## src/rtl/chnlnk_frame_fsm_param_if.sv

```systemverilog
// Link-side bundle of the frame sequencer: event/FIFO/link status in,
// serializer strobes and frame position out.
interface chnlnk_frame_fsm_param_if #(
    parameter int SEQ_W = 7,
    parameter int SMP_W = 7
) ();
    logic             L1A_BUF_MT;
    logic             F_MT;
    logic             LINK_RDY;
    logic [SMP_W-1:0] SAMP_MAX;
    logic             CLR_CRC;
    logic             RD;
    logic             VALID;
    logic             LAST_WRD;
    logic [SEQ_W-1:0] SEQ;
    logic [SMP_W-1:0] SMP;
    logic [2:0]       FRM_STATE;
    logic             TMR_ERR;

    // Environment side: drives status, observes strobes.
    modport master (
        output L1A_BUF_MT, F_MT, LINK_RDY, SAMP_MAX,
        input  CLR_CRC, RD, VALID, LAST_WRD, SEQ, SMP, FRM_STATE, TMR_ERR
    );

    // Sequencer side.
    modport slave (
        input  L1A_BUF_MT, F_MT, LINK_RDY, SAMP_MAX,
        output CLR_CRC, RD, VALID, LAST_WRD, SEQ, SMP, FRM_STATE, TMR_ERR
    );
endinterface

```

## src/rtl/chnlnk_frame_fsm_param.sv

```systemverilog
// Channel-link frame sequencer: per L1A event emits SAMP_MAX+1 sample
// frames of DATA_WORDS FIFO words plus TAIL_WORDS tail words, with link
// backpressure, FIFO-underflow stall and optional triplicated registers.
module chnlnk_frame_fsm_param #(
    parameter int DATA_WORDS = 96,
    parameter int TAIL_WORDS = 4,
    parameter int SEQ_W      = 7,
    parameter int SMP_W      = 7,
    parameter int TMR        = 1
) (
    input  logic CLK,
    input  logic RST_N,
    chnlnk_frame_fsm_param_if.slave bus
);

    typedef enum logic [2:0] {
        S_IDLE        = 3'd0,
        S_INC_SAMP    = 3'd1,
        S_LAST_WORD   = 3'd2,
        S_READ        = 3'd3,
        S_STRT_SAMPLE = 3'd4,
        S_TAIL        = 3'd5,
        S_TAIL_END    = 3'd6,
        S_W4DATA      = 3'd7
    } state_t;

    // Everything that is replicated under TMR; st sits in the low bits.
    typedef struct packed {
        logic [SMP_W-1:0] smax;
        logic [SMP_W-1:0] smp;
        logic [SEQ_W-1:0] seq;
        logic             last;
        logic             valid;
        logic             rd;
        logic             clr;
        state_t           st;
    } regs_t;

    localparam int NCOPY = (TMR != 0) ? 3 : 1;
    localparam int REG_W = $bits(regs_t);
    localparam logic [SEQ_W-1:0] SEQ_RD_LAST = SEQ_W'(DATA_WORDS - 1);
    localparam logic [SEQ_W-1:0] SEQ_TL_LAST = SEQ_W'(DATA_WORDS + TAIL_WORDS - 2);

    logic [NCOPY-1:0][REG_W-1:0] r_rep;
    logic                        r_tmr_err;
    logic [REG_W-1:0]            w_vote_v;
    logic                        w_mis;
    regs_t                       w_vote;
    regs_t                       w_next;
    logic                        w_go_rd;
    logic                        w_go_tl;

    generate
        if (TMR != 0) begin : g_tmr
            assign w_vote_v = (r_rep[0] & r_rep[1]) | (r_rep[0] & r_rep[2]) | (r_rep[1] & r_rep[2]);
            assign w_mis    = (r_rep[0] != w_vote_v) | (r_rep[1] != w_vote_v) | (r_rep[2] != w_vote_v);
        end else begin : g_single
            assign w_vote_v = r_rep[0];
            assign w_mis    = 1'b0;
        end
    endgenerate

    assign w_vote  = regs_t'(w_vote_v);
    assign w_go_rd = bus.LINK_RDY & ~bus.F_MT;
    assign w_go_tl = bus.LINK_RDY;

    // Next state/counters/strobes from the voted copy; strobes default low
    // so any stall cycle drops RD/VALID while state and counters hold.
    always_comb begin
        w_next       = w_vote;
        w_next.clr   = 1'b0;
        w_next.rd    = 1'b0;
        w_next.valid = 1'b0;
        w_next.last  = 1'b0;
        case (w_vote.st)
            S_IDLE: begin
                w_next.seq = '0;
                w_next.smp = '0;
                if (!bus.L1A_BUF_MT) begin
                    w_next.st   = S_W4DATA;
                    w_next.smax = bus.SAMP_MAX;
                    w_next.clr  = 1'b1;
                end
            end
            S_W4DATA: begin
                if (w_go_rd) begin
                    w_next.st    = S_STRT_SAMPLE;
                    w_next.seq   = '0;
                    w_next.rd    = 1'b1;
                    w_next.valid = 1'b1;
                end
            end
            S_STRT_SAMPLE: begin
                if (w_go_rd) begin
                    w_next.st    = S_READ;
                    w_next.seq   = w_vote.seq + 1'b1;
                    w_next.rd    = 1'b1;
                    w_next.valid = 1'b1;
                end
            end
            S_READ: begin
                if (w_vote.seq == SEQ_RD_LAST) begin
                    // Last FIFO word already issued; tail only needs the link.
                    if (w_go_tl) begin
                        w_next.st    = S_TAIL;
                        w_next.seq   = w_vote.seq + 1'b1;
                        w_next.valid = 1'b1;
                    end
                end else if (w_go_rd) begin
                    w_next.seq   = w_vote.seq + 1'b1;
                    w_next.rd    = 1'b1;
                    w_next.valid = 1'b1;
                end
            end
            S_TAIL: begin
                if (w_go_tl) begin
                    w_next.seq   = w_vote.seq + 1'b1;
                    w_next.valid = 1'b1;
                    if (w_vote.seq == SEQ_TL_LAST)
                        w_next.st = S_TAIL_END;
                end
            end
            S_TAIL_END: begin
                // Compare before incrementing so SMP never wraps at smax=max.
                w_next.seq = '0;
                if (w_vote.smp == w_vote.smax) begin
                    w_next.st   = S_LAST_WORD;
                    w_next.last = 1'b1;
                end else begin
                    w_next.st  = S_INC_SAMP;
                    w_next.smp = w_vote.smp + 1'b1;
                end
            end
            S_INC_SAMP: begin
                w_next.st  = S_W4DATA;
                w_next.seq = '0;
                w_next.clr = 1'b1;
            end
            S_LAST_WORD: begin
                w_next.st  = S_IDLE;
                w_next.seq = '0;
                w_next.smp = '0;
            end
            default: begin
                w_next.st  = S_IDLE;
                w_next.seq = '0;
                w_next.smp = '0;
            end
        endcase
    end

    // All replicas load the same voted next value, which scrubs an upset copy.
    always_ff @(posedge CLK or negedge RST_N) begin
        if (!RST_N) begin
            for (int i = 0; i < NCOPY; i++) r_rep[i] <= '0;
            r_tmr_err <= 1'b0;
        end else begin
            for (int i = 0; i < NCOPY; i++) r_rep[i] <= w_next;
            r_tmr_err <= w_mis;
        end
    end

    assign bus.CLR_CRC   = w_vote.clr;
    assign bus.RD        = w_vote.rd;
    assign bus.VALID     = w_vote.valid;
    assign bus.LAST_WRD  = w_vote.last;
    assign bus.SEQ       = w_vote.seq;
    assign bus.SMP       = w_vote.smp;
    assign bus.FRM_STATE = w_vote.st;
    assign bus.TMR_ERR   = r_tmr_err;

endmodule

```

## src/flat_wrapper.sv

```systemverilog
// flat-port wrapper written by rule: the top's interface ports become plain ports
module chnlnk_frame_fsm_param_flat 
#(
    parameter int DATA_WORDS = 96,
    parameter int TAIL_WORDS = 4,
    parameter int SEQ_W      = 7,
    parameter int SMP_W      = 7,
    parameter int TMR        = 1
)
  (CLK, RST_N, bus_L1A_BUF_MT, bus_F_MT, bus_LINK_RDY, bus_SAMP_MAX, bus_CLR_CRC, bus_RD, bus_VALID, bus_LAST_WRD, bus_SEQ, bus_SMP, bus_FRM_STATE, bus_TMR_ERR);
  chnlnk_frame_fsm_param_if #(.SEQ_W(SEQ_W), .SMP_W(SMP_W)) bus_i ();
  input  logic CLK;
  input  logic RST_N;
  input wire logic [$bits(bus_i.L1A_BUF_MT)-1:0] bus_L1A_BUF_MT;
  input wire logic [$bits(bus_i.F_MT)-1:0] bus_F_MT;
  input wire logic [$bits(bus_i.LINK_RDY)-1:0] bus_LINK_RDY;
  input wire logic [$bits(bus_i.SAMP_MAX)-1:0] bus_SAMP_MAX;
  output wire logic [$bits(bus_i.CLR_CRC)-1:0] bus_CLR_CRC;
  output wire logic [$bits(bus_i.RD)-1:0] bus_RD;
  output wire logic [$bits(bus_i.VALID)-1:0] bus_VALID;
  output wire logic [$bits(bus_i.LAST_WRD)-1:0] bus_LAST_WRD;
  output wire logic [$bits(bus_i.SEQ)-1:0] bus_SEQ;
  output wire logic [$bits(bus_i.SMP)-1:0] bus_SMP;
  output wire logic [$bits(bus_i.FRM_STATE)-1:0] bus_FRM_STATE;
  output wire logic [$bits(bus_i.TMR_ERR)-1:0] bus_TMR_ERR;
  assign bus_i.L1A_BUF_MT = bus_L1A_BUF_MT;
  assign bus_i.F_MT = bus_F_MT;
  assign bus_i.LINK_RDY = bus_LINK_RDY;
  assign bus_i.SAMP_MAX = bus_SAMP_MAX;
  assign bus_CLR_CRC = bus_i.CLR_CRC;
  assign bus_RD = bus_i.RD;
  assign bus_VALID = bus_i.VALID;
  assign bus_LAST_WRD = bus_i.LAST_WRD;
  assign bus_SEQ = bus_i.SEQ;
  assign bus_SMP = bus_i.SMP;
  assign bus_FRM_STATE = bus_i.FRM_STATE;
  assign bus_TMR_ERR = bus_i.TMR_ERR;
  chnlnk_frame_fsm_param #(.DATA_WORDS(DATA_WORDS), .TAIL_WORDS(TAIL_WORDS), .SEQ_W(SEQ_W), .SMP_W(SMP_W), .TMR(TMR)) u_core (.CLK(CLK), .RST_N(RST_N), .bus(bus_i));
endmodule
```

## config.mk

```make
export PLATFORM = sky130hd
export DESIGN_NAME = chnlnk_frame_fsm_param_flat
export DESIGN_NICKNAME = d
export VERILOG_FILES = /design/src/rtl/chnlnk_frame_fsm_param_if.sv /design/src/rtl/chnlnk_frame_fsm_param.sv /design/src/flat_wrapper.sv
export SDC_FILE = /design/constraint.sdc
export NUM_CORES = 1
export LEC_CHECK = 0
export CAP_MARGIN = 20
export CORE_ASPECT_RATIO = 1.25
export CORE_MARGIN = 2
export CORE_UTILIZATION = 54
export CTS_BUF_LIST = sky130_fd_sc_hd__clkbuf_4
export CTS_CLUSTER_SIZE = 28
export DETAILED_ROUTE_END_ITERATION = 12
export HOLD_SLACK_MARGIN = 0.08
export PLACE_DENSITY = 0.82
export SLEW_MARGIN = 5
export SYNTH_ARGS = -nofsm -noshare
export SYNTH_HDL_FRONTEND = slang
export SYNTH_SLANG_ARGS = --single-unit
```

## constraint.sdc

```tcl
create_clock -name CLK -period 2.5 [get_ports CLK]
set_clock_uncertainty 0.15 [all_clocks]
set_input_delay 0.5 -clock CLK [delete_from_list [all_inputs] [get_ports CLK]]
set_output_delay 0.5 -clock CLK [all_outputs]
set_load 0.01 [all_outputs]
```

==> summary.md <==
| Metric | Value |
|---|---|
| Peak supply drop | 0.0005349 V |
| Leakage power | 0.9581 nW |
| Max-Cap Viols | 0 |
| Ports | 34 |
| Critical path depth | 1 |
| Routed WL per cell | 15.81 um |
| Drt initial violations | 112 |
| Number of clock sinks | 28 |
| Share of layout cells above drive strength 1 | 12.27% |
| 1st-pass router iterations | 4 |
| Most common cell after layout, fill and taps aside | clkdlybuf4s50_1 |
| Post-DR vias/cell | 6.151 |
| H-tree depth | 1 |
| Tcrit/Tclk final | 91.32% |
| Number of I/O port buffers | 32 |
| Worst Path Required | 1.85 ns |
| Worst Setup SP | u_core.r_rep[0] |
| Status | finished clean |
| Final core occ | 63.82% |
| Starting Density | 55.56% |
| CTS tree | done |
| Worst Tran Pin Value | 0.5219 ns |
| Synth cell types | 55 |
| Die area | 4016 sq um |
| Worst-path clk slew | 0.17 ns |
| Synth Flop Type | dfrtp_1 |
| RSZ-0062 raised after global routing | no |
| Syn. warnings | 0 |
| Max reg flops | 28 |
| Worst path bufs/invs | 1 |
| Fin. Hold Viols | 0 |
| CP arrival | 1.63 ns |
| Most frequent cells in the layout | 32 x clkdlybuf4s50_1, 28 x dfrtp_1, 23 x nand2_1 |
| Hold_buf cts | 0 |
| Ys async rst share | 100.0% |
| Crit path max fanout | 11 |
| Path depth of the worst reg2reg path | 6 |
| Post-synth EDFFs | 0 |
| Final HPWL DP | 2.925 mm |
| Net Count, Synth | 221 |
| Largest net degree at the start of global routing | 30 |
| Number of global-route vias before repair | 1502 |
| Drt total wl | 4.095 mm |
| Crit-path cells | clkdlybuf4s50_1 |
| Clk_lat worst skew | 0.34 ns |
| Crit path capture type | primary output |
| Slowest CP cell | dfrtp_1 |
| Total power | 1.267 mW |
| GRT Total Usage | 21.43% |
| Biggest regs | u_core.r_rep: 28 flops |
| Vias | 1593 |
| Top reg by flops | u_core.r_rep |
| Area Growth Syn to Fin | 14.87% |
| Cell Count, Final, Fillers Out | 259 |
| CTS max path bufs | 2 |
| Syn Std Cell Area | 1902 sq um |
| CTS buffer count | 3 |
| Cells after synthesis | 206 |
| Total negative slack | 0 ns |
| Post-route DRC | 0 |
| Tightest hold margin | 0.3771 ns |
| Crit path max-delay family | flip-flops |
| Layout net count | 236 |
| Setup violators final | 0 |
| Row cnt | 24 |
| Final Slew Violations | 0 |
| Synth Register Bits | 28 |
| Cells after DPL | 255 |
| Core Area | 3423 sq um |
| Post-CTS setup buffer count | 0 |
| Die H | 70.35 um |
| Syn avg cell area | 9.232 sq um |
| Antenna violations before repair | 0 |
| Die Width | 57.08 um |
| Global route overflow | 0 |
| Maximum clock rate | 0.4380 GHz |
| Post-CTS resize count | 0 |
| Min Tclk post-route | 2.283 ns |
| Reg-to-reg endpoint | u_core.r_rep[7] |
| Worst min-delay path class | in2async |
| First-pass GRT wire length | 6.893 mm |
| Critical path class | reg2out |
| R2r setup slk | 0.45 ns |
| Fillers | 293 |
| CP max stage delay | 0.66 ns |
| ANT nets after route | 0 |
| Slew HR | 64.95% |
| Antenna Cells | 0 |
| Critical Path Sink | bus_FRM_STATE[0] |
| Clk root buf | clkbuf_4 |
| Setup crit start kind | flop |
| RR Startpoint | u_core.r_rep[7] |
| GPL Wtd Cong | 0.8802 |
| Seq/Total Area, Yosys | 36.84% |
| Pwr Density | 580.1 nW/um^2 |
## through the flow
stage / setup slack (ns) / area [sq um]
2_1_floorplan: 0.7101 / 1902
3_3_place_gp: 0.2926 / 2132
3_5_place_dp: 0.2714 / 2132
4_1_cts: 0.2134 / 2185
5_1_grt: 0.1440 / 2185
6_report: 0.2169 / 2185
## worst min path at each step
stage	endpoint	slack, ns	cells after the start
5_1_grt	u_core.r_rep[13]	0.40	2
3_5_place_dp	u_core.r_rep[27]	0.37	1
2_1_floorplan	u_core.r_rep[0]	0.05	0
3_3_place_gp	u_core.r_rep[22]	0.36	1
6_report	u_core.r_rep[0]	0.38	2
4_1_cts	u_core.r_rep[12]	0.39	2
## synthesized netlist by cell type (all sizes together) (2+ instances only)
| cell | n | share of area (%) |
|---|---|---|
| ha | 3 | 2.0 |
| xnor2 | 11 | 5.1 |
| buf | 26 | 9.3 |
| mux2 | 8 | 4.7 |
| nand2 | 23 | 4.5 |
| nor2 | 15 | 3.1 |
| o22ai | 2 | 0.66 |
| o211ai | 4 | 1.6 |
| nand3 | 9 | 2.6 |
| a211o | 2 | 0.92 |
| a211oi | 2 | 0.79 |
| a21oi | 13 | 3.4 |
| a2bb2oi | 3 | 1.7 |
| clkbuf | 2 | 0.39 |
| a311o | 2 | 1.1 |
| o21ai | 9 | 2.6 |
| o2bb2ai | 2 | 0.92 |
| nor4 | 2 | 1.4 |
| nand2b | 4 | 1.3 |
| o311ai | 4 | 1.8 |
| nand4 | 3 | 1.3 |
| a21o | 2 | 0.79 |
| inv | 4 | 0.79 |
| dfrtp | 28 | 37 |
| nor2b | 4 | 1.3 |
## final cells by class
class | instances | area, sq um | share of cell area (%)
Clock inverter | 1 | 30.03 | 1.375
Multi-Input combinational cell | 146 | 1002 | 45.88
Timing Repair Buffer | 38 | 365.4 | 16.72
Clock buffer | 3 | 22.52 | 1.031
Tap cell | 39 | 48.80 | 2.234
Inverter | 4 | 15.01 | 0.6873
Sequential cell | 28 | 700.7 | 32.07
## logic make-up after synthesis
kind of cell,count (synthesis),synth area share [%]
adder cells (fa/ha/maj),3,1.974
multiplexers,9,5.263
AND/OR/NAND/NOR,68,19.80
XOR/XNOR,11,5.066
flip-flops,28,36.84
buffers and inverters,32,10.46
AO/OA/AOI/OAI,54,20.40
other,1,0.1972
## where the power goes
part           switching [mW]  leakage [nW]  internal (mW)
clock                   0.145        0.0279          0.162
sequential             0.0889         0.324          0.540
combinational           0.127         0.606          0.204
## layer usage
layer	GRT usage (%)	part of all wire (%)	vias up
met5	0	0	-
met4	7.235	1.6	0
met3	2.037	4.8	8
met2	36.78	52	59
met1	27.91	41	771
li1	-	-	755
(Power assumes the default switching activity.)
